### config.mk
export PLATFORM = sky130hd
export DESIGN_NAME = apb_master_arbiter
export DESIGN_NICKNAME = d
export VERILOG_FILES = /design/src/rtl/apb_arb_pkg.sv /design/src/rtl/apb_rr_arbiter.sv /design/src/rtl/apb_master_arbiter.sv
export SDC_FILE = /design/constraint.sdc
export NUM_CORES = 1
export LEC_CHECK = 0
export ABC_AREA = 1
export ABC_CLOCK_PERIOD_IN_PS = 3900
export CAP_MARGIN = 20
export CORE_MARGIN = 3
export CORE_UTILIZATION = 35
export DETAILED_ROUTE_END_ITERATION = 10
export GPL_TIMING_DRIVEN = 0
export PLACE_DENSITY = 0.74
export SLEW_MARGIN = 40
export SYNTH_ARGS = -nofsm -noshare
export SYNTH_HDL_FRONTEND = slang
export SYNTH_HIERARCHICAL = 1
export SYNTH_SLANG_ARGS = --single-unit
### constraint.sdc
create_clock -name clk -period 3.9 [get_ports clk]
set_clock_uncertainty 0.05 [all_clocks]
set_input_delay 0.78 -clock clk [delete_from_list [all_inputs] [get_ports clk]]
set_output_delay 0.78 -clock clk [all_outputs]
set_load 0.02 [all_outputs]
### src/rtl/apb_arb_pkg.sv
// Shared types and constants for the round-robin APB master arbiter.
// APB_ADDR_W/APB_DATA_W size the latched request and bound ADDR_W/DATA_W.
package apb_arb_pkg;

  localparam int APB_ADDR_W = 32;
  localparam int APB_DATA_W = 32;

  typedef enum logic [1:0] {
    IDLE   = 2'd0,
    SETUP  = 2'd1,
    ACCESS = 2'd2
  } apb_state_e;

  typedef struct packed {
    logic                  write;
    logic [APB_ADDR_W-1:0] addr;
    logic [APB_DATA_W-1:0] wdata;
  } apb_req_t;

endpackage

### src/rtl/apb_rr_arbiter.sv
// Round-robin picker: first valid request at or above ptr_i, wrapping to bit 0.
// Purely combinational and protocol-agnostic.
module apb_rr_arbiter #(
  parameter int NUM_REQ = 2
) (
  input  logic [NUM_REQ-1:0]         req_valid_i,
  input  logic                       en_i,
  input  logic [$clog2(NUM_REQ)-1:0] ptr_i,
  output logic [NUM_REQ-1:0]         gnt_o,
  output logic [$clog2(NUM_REQ)-1:0] idx_o
);

  localparam int IDX_W = $clog2(NUM_REQ);

  logic [NUM_REQ-1:0] upper;
  logic [IDX_W-1:0]   up_idx;
  logic [IDX_W-1:0]   low_idx;
  logic               any_up;

  // NOTE: every variable written in this block gets a default first, so no path leaves it unassigned and no latch is inferred.
  always_comb begin
    upper   = '0;
    up_idx  = '0;
    low_idx = '0;
    any_up  = 1'b0;
    for (int i = 0; i < NUM_REQ; i++) begin
      upper[i] = req_valid_i[i] && (i >= int'(ptr_i));
    end
    // Scanning downwards lets the lowest set bit win in each half.
    for (int i = NUM_REQ - 1; i >= 0; i--) begin
      if (upper[i]) begin
        up_idx = IDX_W'(i);
        any_up = 1'b1;
      end
      if (req_valid_i[i]) begin
        low_idx = IDX_W'(i);
      end
    end
  end

  assign idx_o = any_up ? up_idx : low_idx;
  assign gnt_o = (en_i && |req_valid_i) ? (NUM_REQ'(1) << idx_o) : '0;

endmodule

### src/rtl/apb_master_arbiter.sv
// Shares one APB master port between NUM_REQ requesters (round-robin, IDLE/SETUP/ACCESS).
// Define APB_ARB_TIMEOUT_EN to abort ACCESS after TIMEOUT_CYC cycles without PREADY.
module apb_master_arbiter
  import apb_arb_pkg::*;
#(
  parameter int NUM_REQ     = 2,
  parameter int ADDR_W      = APB_ADDR_W,
  parameter int DATA_W      = APB_DATA_W,
  parameter int TIMEOUT_CYC = 16
) (
  input  logic                      clk,
  input  logic                      PRESET,
  input  logic [NUM_REQ-1:0]        req_valid,
  input  logic [NUM_REQ-1:0]        req_write,
  input  logic [NUM_REQ*ADDR_W-1:0] req_addr,
  input  logic [NUM_REQ*DATA_W-1:0] req_wdata,
  output logic [NUM_REQ-1:0]        req_gnt,
  output logic [NUM_REQ-1:0]        rsp_valid,
  output logic [DATA_W-1:0]         rsp_rdata,
  output logic                      rsp_err,
  output logic                      busy,
  output logic [ADDR_W-1:0]         PADDR,
  output logic                      PSEL,
  output logic                      PENABLE,
  output logic                      PWRITE,
  output logic [DATA_W-1:0]         PWDATA,
  input  logic                      PREADY,
  input  logic                      PSLVERR,
  input  logic [DATA_W-1:0]         PRDATA
);

  localparam int IDX_W = $clog2(NUM_REQ);

  apb_state_e          state_q, state_d;
  logic [IDX_W-1:0]    ptr_q, ptr_d;
  logic [IDX_W-1:0]    owner_q, owner_d;
  apb_req_t            req_q, req_d, sel_req;
  logic [NUM_REQ-1:0]  rsp_valid_q, rsp_valid_d;
  logic [DATA_W-1:0]   rsp_rdata_q, rsp_rdata_d;
  logic                rsp_err_q, rsp_err_d;
  logic [NUM_REQ-1:0]  win_gnt;
  logic [IDX_W-1:0]    win_idx;
  logic                arb_en;
  logic                done;
  logic                timeout;

  assign done   = (state_q == ACCESS) && PREADY;
  // Gated by PRESET so no grant escapes while the block is held in reset.
  assign arb_en = PRESET && ((state_q == IDLE) || done);

  apb_rr_arbiter #(.NUM_REQ(NUM_REQ)) u_rr (
    .req_valid_i (req_valid),
    .en_i        (arb_en),
    .ptr_i       (ptr_q),
    .gnt_o       (win_gnt),
    .idx_o       (win_idx)
  );

  always_comb begin
    sel_req = '0;
    for (int i = 0; i < NUM_REQ; i++) begin
      if (win_gnt[i]) begin
        sel_req.write = req_write[i];
        sel_req.addr  = APB_ADDR_W'(req_addr[i*ADDR_W +: ADDR_W]);
        sel_req.wdata = req_write[i] ? APB_DATA_W'(req_wdata[i*DATA_W +: DATA_W]) : '0;
      end
    end
  end

`ifdef APB_ARB_TIMEOUT_EN
  localparam int CNT_W = $clog2(TIMEOUT_CYC + 1);

  logic [CNT_W-1:0] cnt_q, cnt_d;

  // cnt_q counts completed ACCESS cycles without PREADY; the TIMEOUT_CYC-th one aborts.
  assign timeout = (state_q == ACCESS) && !PREADY && (cnt_q == CNT_W'(TIMEOUT_CYC - 1));

  always_comb begin
    cnt_d = cnt_q;
    if (state_d == SETUP) begin
      cnt_d = '0;
    end else if ((state_q == ACCESS) && !PREADY) begin
      cnt_d = cnt_q + CNT_W'(1);
    end
  end

  always_ff @(posedge clk) begin
    if (!PRESET) cnt_q <= '0;
    else         cnt_q <= cnt_d;
  end
`else
  logic unused_timeout_cfg;
  assign unused_timeout_cfg = ^TIMEOUT_CYC;
  assign timeout = 1'b0;
`endif

  always_comb begin
    state_d     = state_q;
    ptr_d       = ptr_q;
    owner_d     = owner_q;
    req_d       = req_q;
    rsp_valid_d = '0;
    rsp_rdata_d = rsp_rdata_q;
    rsp_err_d   = rsp_err_q;

    unique case (state_q)
      IDLE:    if (|win_gnt) state_d = SETUP;
      SETUP:   state_d = ACCESS;
      ACCESS: begin
        if (done)         state_d = (|win_gnt) ? SETUP : IDLE;
        else if (timeout) state_d = IDLE;
      end
      default: state_d = IDLE;
    endcase

    if (done || timeout) begin
      rsp_valid_d = NUM_REQ'(1) << owner_q;
      rsp_rdata_d = (done && !req_q.write) ? PRDATA : '0;
      rsp_err_d   = timeout ? 1'b1 : PSLVERR;
    end

    if (|win_gnt) begin
      ptr_d   = (win_idx == IDX_W'(NUM_REQ - 1)) ? '0 : win_idx + IDX_W'(1);
      owner_d = win_idx;
      req_d   = sel_req;
    end
  end

  // NOTE: sequential state uses non-blocking assignments so every register samples pre-edge values.
  always_ff @(posedge clk) begin
    if (!PRESET) begin
      // NOTE: the datapath registers are reset too, because the bus outputs must read zero after reset.
      state_q     <= IDLE;
      ptr_q       <= '0;
      owner_q     <= '0;
      req_q       <= '0;
      rsp_valid_q <= '0;
      rsp_rdata_q <= '0;
      rsp_err_q   <= 1'b0;
    end else begin
      state_q     <= state_d;
      ptr_q       <= ptr_d;
      owner_q     <= owner_d;
      req_q       <= req_d;
      rsp_valid_q <= rsp_valid_d;
      rsp_rdata_q <= rsp_rdata_d;
      rsp_err_q   <= rsp_err_d;
    end
  end

  assign req_gnt   = win_gnt;
  assign rsp_valid = rsp_valid_q;
  assign rsp_rdata = rsp_rdata_q;
  assign rsp_err   = rsp_err_q;
  assign PSEL      = (state_q != IDLE);
  assign PENABLE   = (state_q == ACCESS);
  assign busy      = PSEL;
  assign PADDR     = ADDR_W'(req_q.addr);
  assign PWRITE    = req_q.write;
  assign PWDATA    = DATA_W'(req_q.wdata);

endmodule

# Word-level counts from Yosys, hierarchy flattened
# Cells that the tools add are included.
dict set report totals {
  reg_bits 104
  input_bits 168
  out_inout_bits 105
  elab_cells 46
}
dict set report classes {
  add_sub_neg 1
  magnitude_cmp 1
  n_eq_ne 4
  n_shift 2
  mux 16
  reduce_logical 13
}
# op count
set ops {}
lappend ops {{$mux 65} 2}
lappend ops {{$mux 32} 3}
lappend ops {{$mux 1} 7}
lappend ops {{$mux 2} 3}
lappend ops {{$pmux 2 s3} 1}
lappend ops {{$logic_and 1x1->1} 5}
lappend ops {{$ne 2x1->1 const B} 2}
lappend ops {{$reduce_and 2->1} 2}
lappend ops {{$reduce_or 2->1} 2}
lappend ops {{$shl 1x1->2 const A} 2}
lappend ops {{$eq 2x1->1 const B} 1}
lappend ops {{$eq 2x2->1 const B} 1}
lappend ops {{$logic_not 2->1} 1}
lappend ops {{$reduce_bool 2->1} 1}
lappend ops {{$add 1x1->1 const B} 1}
lappend ops {{$ge 1x1->1 const A} 1}
lappend ops {{$logic_not 1->1} 1}
lappend ops {{$logic_or 1x1->1} 1}

# Logic depth before layout (Yosys ltp)
# Gate-level depths: netlist of run 1.
dict set report depth {
  word_depth 10
  ltp_mapped 15
  ltp_nobuf 13
}

# Modules after synthesis
# The synthesis of run 1 kept the hierarchy.
# module instances cells_per_inst area_each_um2 seq_area_each_um2
set modules_own_cells {}
lappend modules_own_cells {apb_master_arbiter 1 642 4505.6 2082.0}
lappend modules_own_cells {apb_rr_arbiter 1 8 38.8 0.0}

# Worst setup path after synthesis of run 1
# OpenSTA, ideal clock, no wires.
dict set report synth_timing {
  path_type {input to output}
  from {in PRESET}
  to {out req_gnt[0]}
  t_arrival_ps 2162
  required_time_ps 3070
  slack_ps 908
  stages 6
  n_path_buf 2
  path_cell_list {buf_2 > clkinv_1 > clkbuf_1 > nor2_1 > nand2_1 > a21oi_1}
}
dict set report synth_between {
  elab_chain_cells 3
}
# item line
set synth_lines {}
lappend synth_lines {{start, declared} apb_master_arbiter.sv:12} ;# input logic PRESET,
lappend synth_lines {{$logic_and 1x1->1} apb_master_arbiter.sv:49} ;# assign arb_en = PRESET && ((state_q == IDLE) || done);
lappend synth_lines {{named net arb_en} apb_master_arbiter.sv:43} ;# logic arb_en;
lappend synth_lines {{$logic_and 1x1->1} apb_rr_arbiter.sv:42} ;# assign gnt_o = (en_i && |req_valid_i) ? (NUM_REQ'(1) << idx_o) : '0;
lappend synth_lines {{$mux 2} apb_rr_arbiter.sv:42}
lappend synth_lines {{end, declared} apb_master_arbiter.sv:17} ;# output logic [NUM_REQ-1:0] req_gnt,
# The timed path passes the listed nets, and every way through them passes these cells.

# Final worst setup path of run 1
dict set report layout_timing {
  from {in PRESET}
  to {out req_gnt[1]}
}
# Same word-level chain as after synthesis.

==> reports/qor.csv, run 1 <==
stage,metric,value,unit
routing,drtPass1Iterations,4,
global_route,grt_pass1_wl,24.85,mm
global_route,grt_use_total,0.2169,
global_route,antenna_found_initial,0,
setup_path,r2r_end,PWRITE,
timing,drv_slew,0,
power,netSwitchingPower,860.0,uW
cells_and_area,n_fill_cell,1178,
timing,fin_tns_setup,0,ps
synthesis,yosys.area_share.adder,0,
synthesis,synth-edff-count,0,
clock_network,cts_root_buf,clkbuf_16,
placed_design,place_area,7447,sq um
clock_network,cts_tree,done,
cells_and_area,nNetsFinal,1098,
floorplanning,coreArea,12360,sq um
synthesis,synth.distinct_cells,22,
routing,routed_via_density,4.734,
setup_path,criticalPathCategory,in -> out,
clock_network,path_clk_slew,70,ps
setup_path,worstPathArrival,2620,ps
floorplanning,io_pins,273,
clock_network,clk_latency,340,ps
placed_design,dp.final_hpwl,12.63,mm
synthesis,muxShareOfSynthArea,0,
clock_network,htree_levels,3,
clock_network,clock-sinks,104,
routing,wl_per_cell,14.86,microns
clock_network,ctsLongestPathBuffers,2,
synthesis,syn_nets,818,
routing,drtIter0Drc,286,
timing,rsz0062_at_grt,false,
min_path,hold-path-endpoint,rsp_valid[0],
synthesis,synthFlopType,dfxtp_1,
setup_path,worst_setup_path_start_kind,input pin,
synthesis,synth_simple_gate_area_share,0.3296,
min_path,hold_start,owner_q,
setup_path,worstRegToRegCells,13,
placed_design,numPortBuffers,269,
timing,final_hold_viol_count,0,
synthesis,synth_top_area_cell,dfxtp_1,
routing,routed-via-count,5222,
synthesis,synth_top_family_by_area,simple AND/OR/NAND/NOR gates,
min_path,worstHoldPathCells,1,
synthesis,synth_top_area_frac,0.4581,
setup_path,reg2reg_from,state_q[0],
synthesis,ys.warnings.count,6,
synthesis,synth_compound_area_frac,0.1145,
setup_path,critical_path_peak_fanout,10,
clock_network,cts_hold_buf,0,
synthesis,synth-xor-area-share,0,
timing,max_slew.worst_pin.slew,518.7,ps
floorplanning,die_h,119.9,microns
global_route,grt_overflow_total,0,
synthesis,avgSynthCellArea,6.991,sq um
status,status,"complete, no violations",
synthesis,yosys.cell_count.top_type,nand2_1,
cells_and_area,diodes,0,
power,power,2924,uW
global_route,grt_pass1_vias,4824,
cells_and_area,syn_to_final_growth,70.76,%
run,maxCapViolations,0,
timing,period_share,0.8853,
power,p_seq_frac,0.405,
power,p_per_area,376.8,nW/um^2
power,pwr-share-comb,0.276,
power,p_clk_frac,0.319,
timing,hold_ws,406.1,ps
synthesis,synth-seq-cells,104,
cells_and_area,drive_gt1_frac,0.05882,
synthesis,postSynthCellCount,650,
synthesis,synth-seq-area-share,0.4581,
placed_design,routabilityCongestion,0.8216,
timing,setup_viol,0,
synthesis,synth.cell_area,4544,sq um
synthesis,async_flop_share,0,
routing,routed_wl,16.39,mm
setup_path,cp-end-kind,output pin,
routing,drc,0,
routing,drtAntennaViolNets,0,
floorplanning,dieArea,14390,sq um
timing,finalCriticalPeriod,3453,ps
power,internal_power,2064,uW
min_path,hp-class,reg -> reg,
power,peakVddDrop,308.3,uV
setup_path,r2r_setup_slack,1610,ps
power,p_leak,0.003203,uW
setup_path,worstPathRequired,3070,ps
global_route,grt_max_degree,18,
timing,max_slew_margin,0.6542,
power,switching_share,0.2941,
floorplanning,rows,40,
cells_and_area,design_area,7760,sq um
synthesis,synth_area_leaders,"dfxtp_1 (46%), nand2_1 (16%), a21oi_1 (7.4%)",
synthesis,synth_commonest_cells,"nand2_1 (199), dfxtp_1 (104), a21oi_1 (67), nand3_1 (64), inv_1 (42)",
timing,max_freq,289.6,MHz
floorplanning,start_util,0.3676,
clock_network,numCtsBuffers,9,
floorplanning,die_w,119.9,microns
cell type report:
type | instances | area (sq um) | area share
Timing Repair Buffer | 269 | 2695 | 0.3473
Clock inverter | 5 | 63.81 | 0.008223
Inverter | 44 | 165.2 | 0.02128
Multi-Input combinational cell | 449 | 2022 | 0.2606
Tap cell | 168 | 210.2 | 0.02709
Sequential cell | 104 | 2082 | 0.2683
Clock buffer | 11 | 242.7 | 0.03128
Buffer | 53 | 279.0 | 0.03596
power by group through the flow:
stage          sequential, uW  combinational, uW  clock, uW
6_report                 1180                806        934
5_1_grt                  1190                876       1000
4_1_cts                  1180                814        958
3_5_place_dp             1210                810          0
3_3_place_gp             1210                806          0
2_1_floorplan            1300                289          0
flip-flops by register name, indices dropped and copies added (netlist names):
| register | cells |
|---|---|
| PWRITE | 1 |
| ptr_q | 1 |
| rsp_rdata | 32 |
| rsp_valid | 2 |
| PWDATA | 32 |
| state_q | 2 |
| owner_q | 1 |
| rsp_err | 1 |
| PADDR | 32 |
how the worst max path moves through the flow:
stage / cells past startpoint / from / endpoint
final: 7 / PRESET / req_gnt[1]
after global routing: 7 / PRESET / req_gnt[1]
after CTS: 7 / PRESET / req_gnt[0]
after detailed placement: 7 / PRESET / req_gnt[0]
after global placement: 7 / PRESET / req_gnt[0]
after floorplan: 6 / PRESET / req_gnt[0]
kinds of logic (layout without fill, tap and decap cells):
| kind of cell | count (synthesis) | after routing |
|---|---|---|
| compound gates | 104 | 104 |
| buf+inv | 97 | 382 |
| flops | 104 | 104 |
| simple gates | 345 | 345 |
metrics by stage:
step                      worst slack, ps  cells    util
after global placement             -136.8   1087  0.6024
final                               447.3   1103  0.6277
after detailed placement           -107.6   1087  0.6024
after floorplan                     908.5    650       -
after global routing                253.8   1103  0.6277
after CTS                           99.81   1103  0.6275
repair_timing:
item / in CTS / in global routing
endpoints found under the setup margin: 1 / 1
gates resized for setup: 1 / 1
cloned: 0 / 0
buffers inserted: 0 / 0
layout by cell type (no fill, tap or decap), types with 9 or more instances in the layout:
cell type	n
clkdlybuf4s50_1	268
nand2_1	199
dfxtp_1	104
a21oi_1	66
nand3_1	64
inv_1	42
nor2_1	39
o21ai_0	32
nand4_1	32
clkbuf_1	20
buf_2	19
buf_4	9
clkbuf_16	9
worst max-delay path: stages:
cell and delay [ps]:
buf_2 180, clkinv_1 250, clkbuf_1 320, nor2_1 240, inv_1 70, nor2_2 130, clkdlybuf4s50_1 650
per-layer routing:
metal	wire, microns	track usage	share of wire	up-vias
met4	261	0.07230	0.016	0
li1	-	-	-	2670
met2	7965	0.3695	0.49	183
met3	1517	0.08247	0.093	17
met5	0	0	0	-
met1	6647	0.2495	0.41	2352
Power figures use the tool's default switching activity.
==> inputs of run 2 (changes only) <==
--- a/config.mk
+++ b/config.mk
@@ -10,6 +10,7 @@
 export CAP_MARGIN = 20
 export CORE_MARGIN = 3
 export CORE_UTILIZATION = 35
+export CTS_BUF_LIST = sky130_fd_sc_hd__clkbuf_4
 export DETAILED_ROUTE_END_ITERATION = 10
 export GPL_TIMING_DRIVEN = 0
 export PLACE_DENSITY = 0.74
==> reports/qor.csv, run 2 (same netlist as run 1, synthesis figures left out) <==
stage,metric,value,unit,change
setup_path,criticalPathCategory,in -> out,,
clock_network,path_clk_slew,150,ps,+80 ps
setup_path,worstPathArrival,2630,ps,about the same
timing,fin_ws,437.9,ps,-9.423 ps
routing,wl_per_cell,14.87,microns,about the same
timing,max_slew.worst_pin.slew,500.0,ps,-18.73 ps
global_route,grt_use_total,0.2169,,unchanged
timing,max_slew_margin,0.6667,,+0.01248
routing,drtIter0Drc,283,,-1.0%
routing,drc,0,,unchanged
timing,setup_viol,0,,unchanged
floorplanning,dieArea,14390,sq um,unchanged
power,p_per_area,338.6,nW/um^2,-10%
placed_design,dp.final_hpwl,12.63,mm,unchanged
timing,drv_slew,0,,unchanged
floorplanning,die_w,119.9,microns,unchanged
routing,drtAntennaViolNets,0,,unchanged
timing,finalCriticalPeriod,3462,ps,+9.423 ps
setup_path,cp-end-kind,output pin,,
global_route,antenna_found_initial,0,,unchanged
cells_and_area,diodes,0,,unchanged
setup_path,r2r_setup_slack,1600,ps,about the same
placed_design,pre_cts_slack,-107.6,ps,unchanged
power,switching_share,0.3198,,+0.02564
timing,max_freq,288.8,MHz,-0.27%
cells_and_area,syn_to_final_growth,67.15,%,
power,pwr-share-comb,0.313,,+0.037
placed_design,numPortBuffers,269,,unchanged
placed_design,routabilityCongestion,0.8216,,unchanged
floorplanning,die_h,119.9,microns,unchanged
floorplanning,start_util,0.3676,,unchanged
status,status,"complete, no violations",,
global_route,grt_max_degree,18,,unchanged
clock_network,cts_tree,done,,
setup_path,worst_setup_path_start_kind,input pin,,
routing,routed_wl,16.40,mm,about the same
setup_path,critical_path_peak_fanout,10,,unchanged
clock_network,clock-sinks,104,,unchanged
power,p_leak,0.003132,uW,-2.2%
floorplanning,coreArea,12360,sq um,unchanged
min_path,worstHoldPathCells,1,,unchanged
clock_network,ctsLongestPathBuffers,2,,unchanged
power,p_seq_frac,0.461,,+0.056
clock_network,htree_levels,3,,unchanged
cells_and_area,utilization,0.6145,,-0.01326
routing,drtPass1Iterations,4,,unchanged
global_route,grt_pass1_wl,24.79,mm,-0.22%
cells_and_area,fin_cells,1103,,unchanged
min_path,hold-path-endpoint,rsp_valid[0],,
setup_path,reg2reg_from,state_q[0],,
timing,final_hold_viol_count,0,,unchanged
min_path,hold_start,owner_q,,
floorplanning,rows,40,,unchanged
run,maxCapViolations,0,,unchanged
setup_path,r2r_end,PWRITE,,
routing,routed_via_density,4.743,,+0.19%
timing,period_share,0.8877,,+0.002416
power,netSwitchingPower,822.5,uW,-4.4%
global_route,grt_pass1_vias,4820,,-0.083%
clock_network,clk_latency,470,ps,+130 ps
placed_design,placed_cells,1087,,unchanged
floorplanning,io_pins,273,,unchanged
cells_and_area,final_cell_mix,"clkdlybuf4s50_1 (268), nand2_1 (199), dfxtp_1 (104)",,
power,p_clk_frac,0.227,,-0.092
routing,routed-via-count,5232,,+0.19%
cells_and_area,drive_gt1_frac,0.05882,,unchanged
clock_network,cts_root_buf,clkbuf_4,,
min_path,hp-class,reg -> reg,,
cells_and_area,final_common_cell,clkdlybuf4s50_1,,
timing,rsz0062_at_grt,false,,
setup_path,worstPathRequired,3070,ps,about the same
power,internal_power,1750,uW,-15%
setup_path,worstRegToRegCells,13,,unchanged
power,peakVddDrop,145.1,uV,-53%
cells_and_area,nNetsFinal,1098,,unchanged
clock_network,numCtsBuffers,9,,unchanged
global_route,grt_overflow_total,0,,unchanged
==> run 2: timing repair <==
| item | CTS | global route |
|---|---|---|
| resized for setup | 1 | 1 |
| endpoints found under the setup margin | 1 | 1 |
| buffers inserted | 0 | 0 |
| hold buffers | 0 | 0 |
| cloned | 0 | 0 |
==> run 2: routing by layer <==
metal	wire length, microns	global-route usage	vias up
met1	6560	0.2483	2342
met5	0	0	-
met4	324	0.08304	0
li1	-	-	2673
met2	7919	0.3674	195
met3	1594	0.08011	22
==> run 2: how the worst max path moves through the flow <==
| stage | startpoint | end | slack, ps | depth (start not counted) |
|---|---|---|---|---|
| floorplan | PRESET | req_gnt[0] | 910 | 6 |
| global placement | PRESET | req_gnt[0] | -140 | 7 |
| detailed placement | PRESET | req_gnt[0] | -110 | 7 |
| CTS | PRESET | req_gnt[0] | 100 | 7 |
| global route | PRESET | req_gnt[1] | 250 | 7 |
| finish | PRESET | req_gnt[1] | 440 | 7 |
==> run 2: worst max-delay path, cell delays in order <==
cell             delay, ps
buf_2                  180
clkinv_1               250
clkbuf_1               320
nor2_1                 240
inv_1                   80
nor2_2                 130
clkdlybuf4s50_1        650
==> run 2: per-stage QoR <==
| step | hold slack [ps] | power (uW) | TNS [ps] | instance area (sq um) |
|---|---|---|---|---|
| 2_1_floorplan | 367.2 | 1592 | 0 | 4544 |
| 3_3_place_gp | 393.9 | 2011 | -136.8 | 7447 |
| 3_5_place_dp | 399.1 | 2017 | -107.6 | 7447 |
| 4_1_cts | 419.8 | 2606 | 0 | 7594 |
| 5_1_grt | 438.4 | 2711 | 0 | 7596 |
| 6_report | 422.7 | 2572 | 0 | 7596 |
==> run 2: power by group through the flow <==
stage	Clock (uW)	Combinational [uW]	Sequential [uW]
CTS	606	813	1190
finish	583	804	1190
global route	639	876	1200
detailed placement	0	810	1210
floorplan	0	289	1300
global placement	0	806	1210
==> run 2: cell type report <==
class	instances	area, sq um
Buffer	53	279.0
Clock buffer	10	75.07
Clock inverter	6	67.56
Fill cell	1197	4766
Inverter	44	165.2
Multi-Input combinational cell	449	2022
Sequential cell	104	2082
Tap cell	168	210.2
Timing Repair Buffer	269	2695
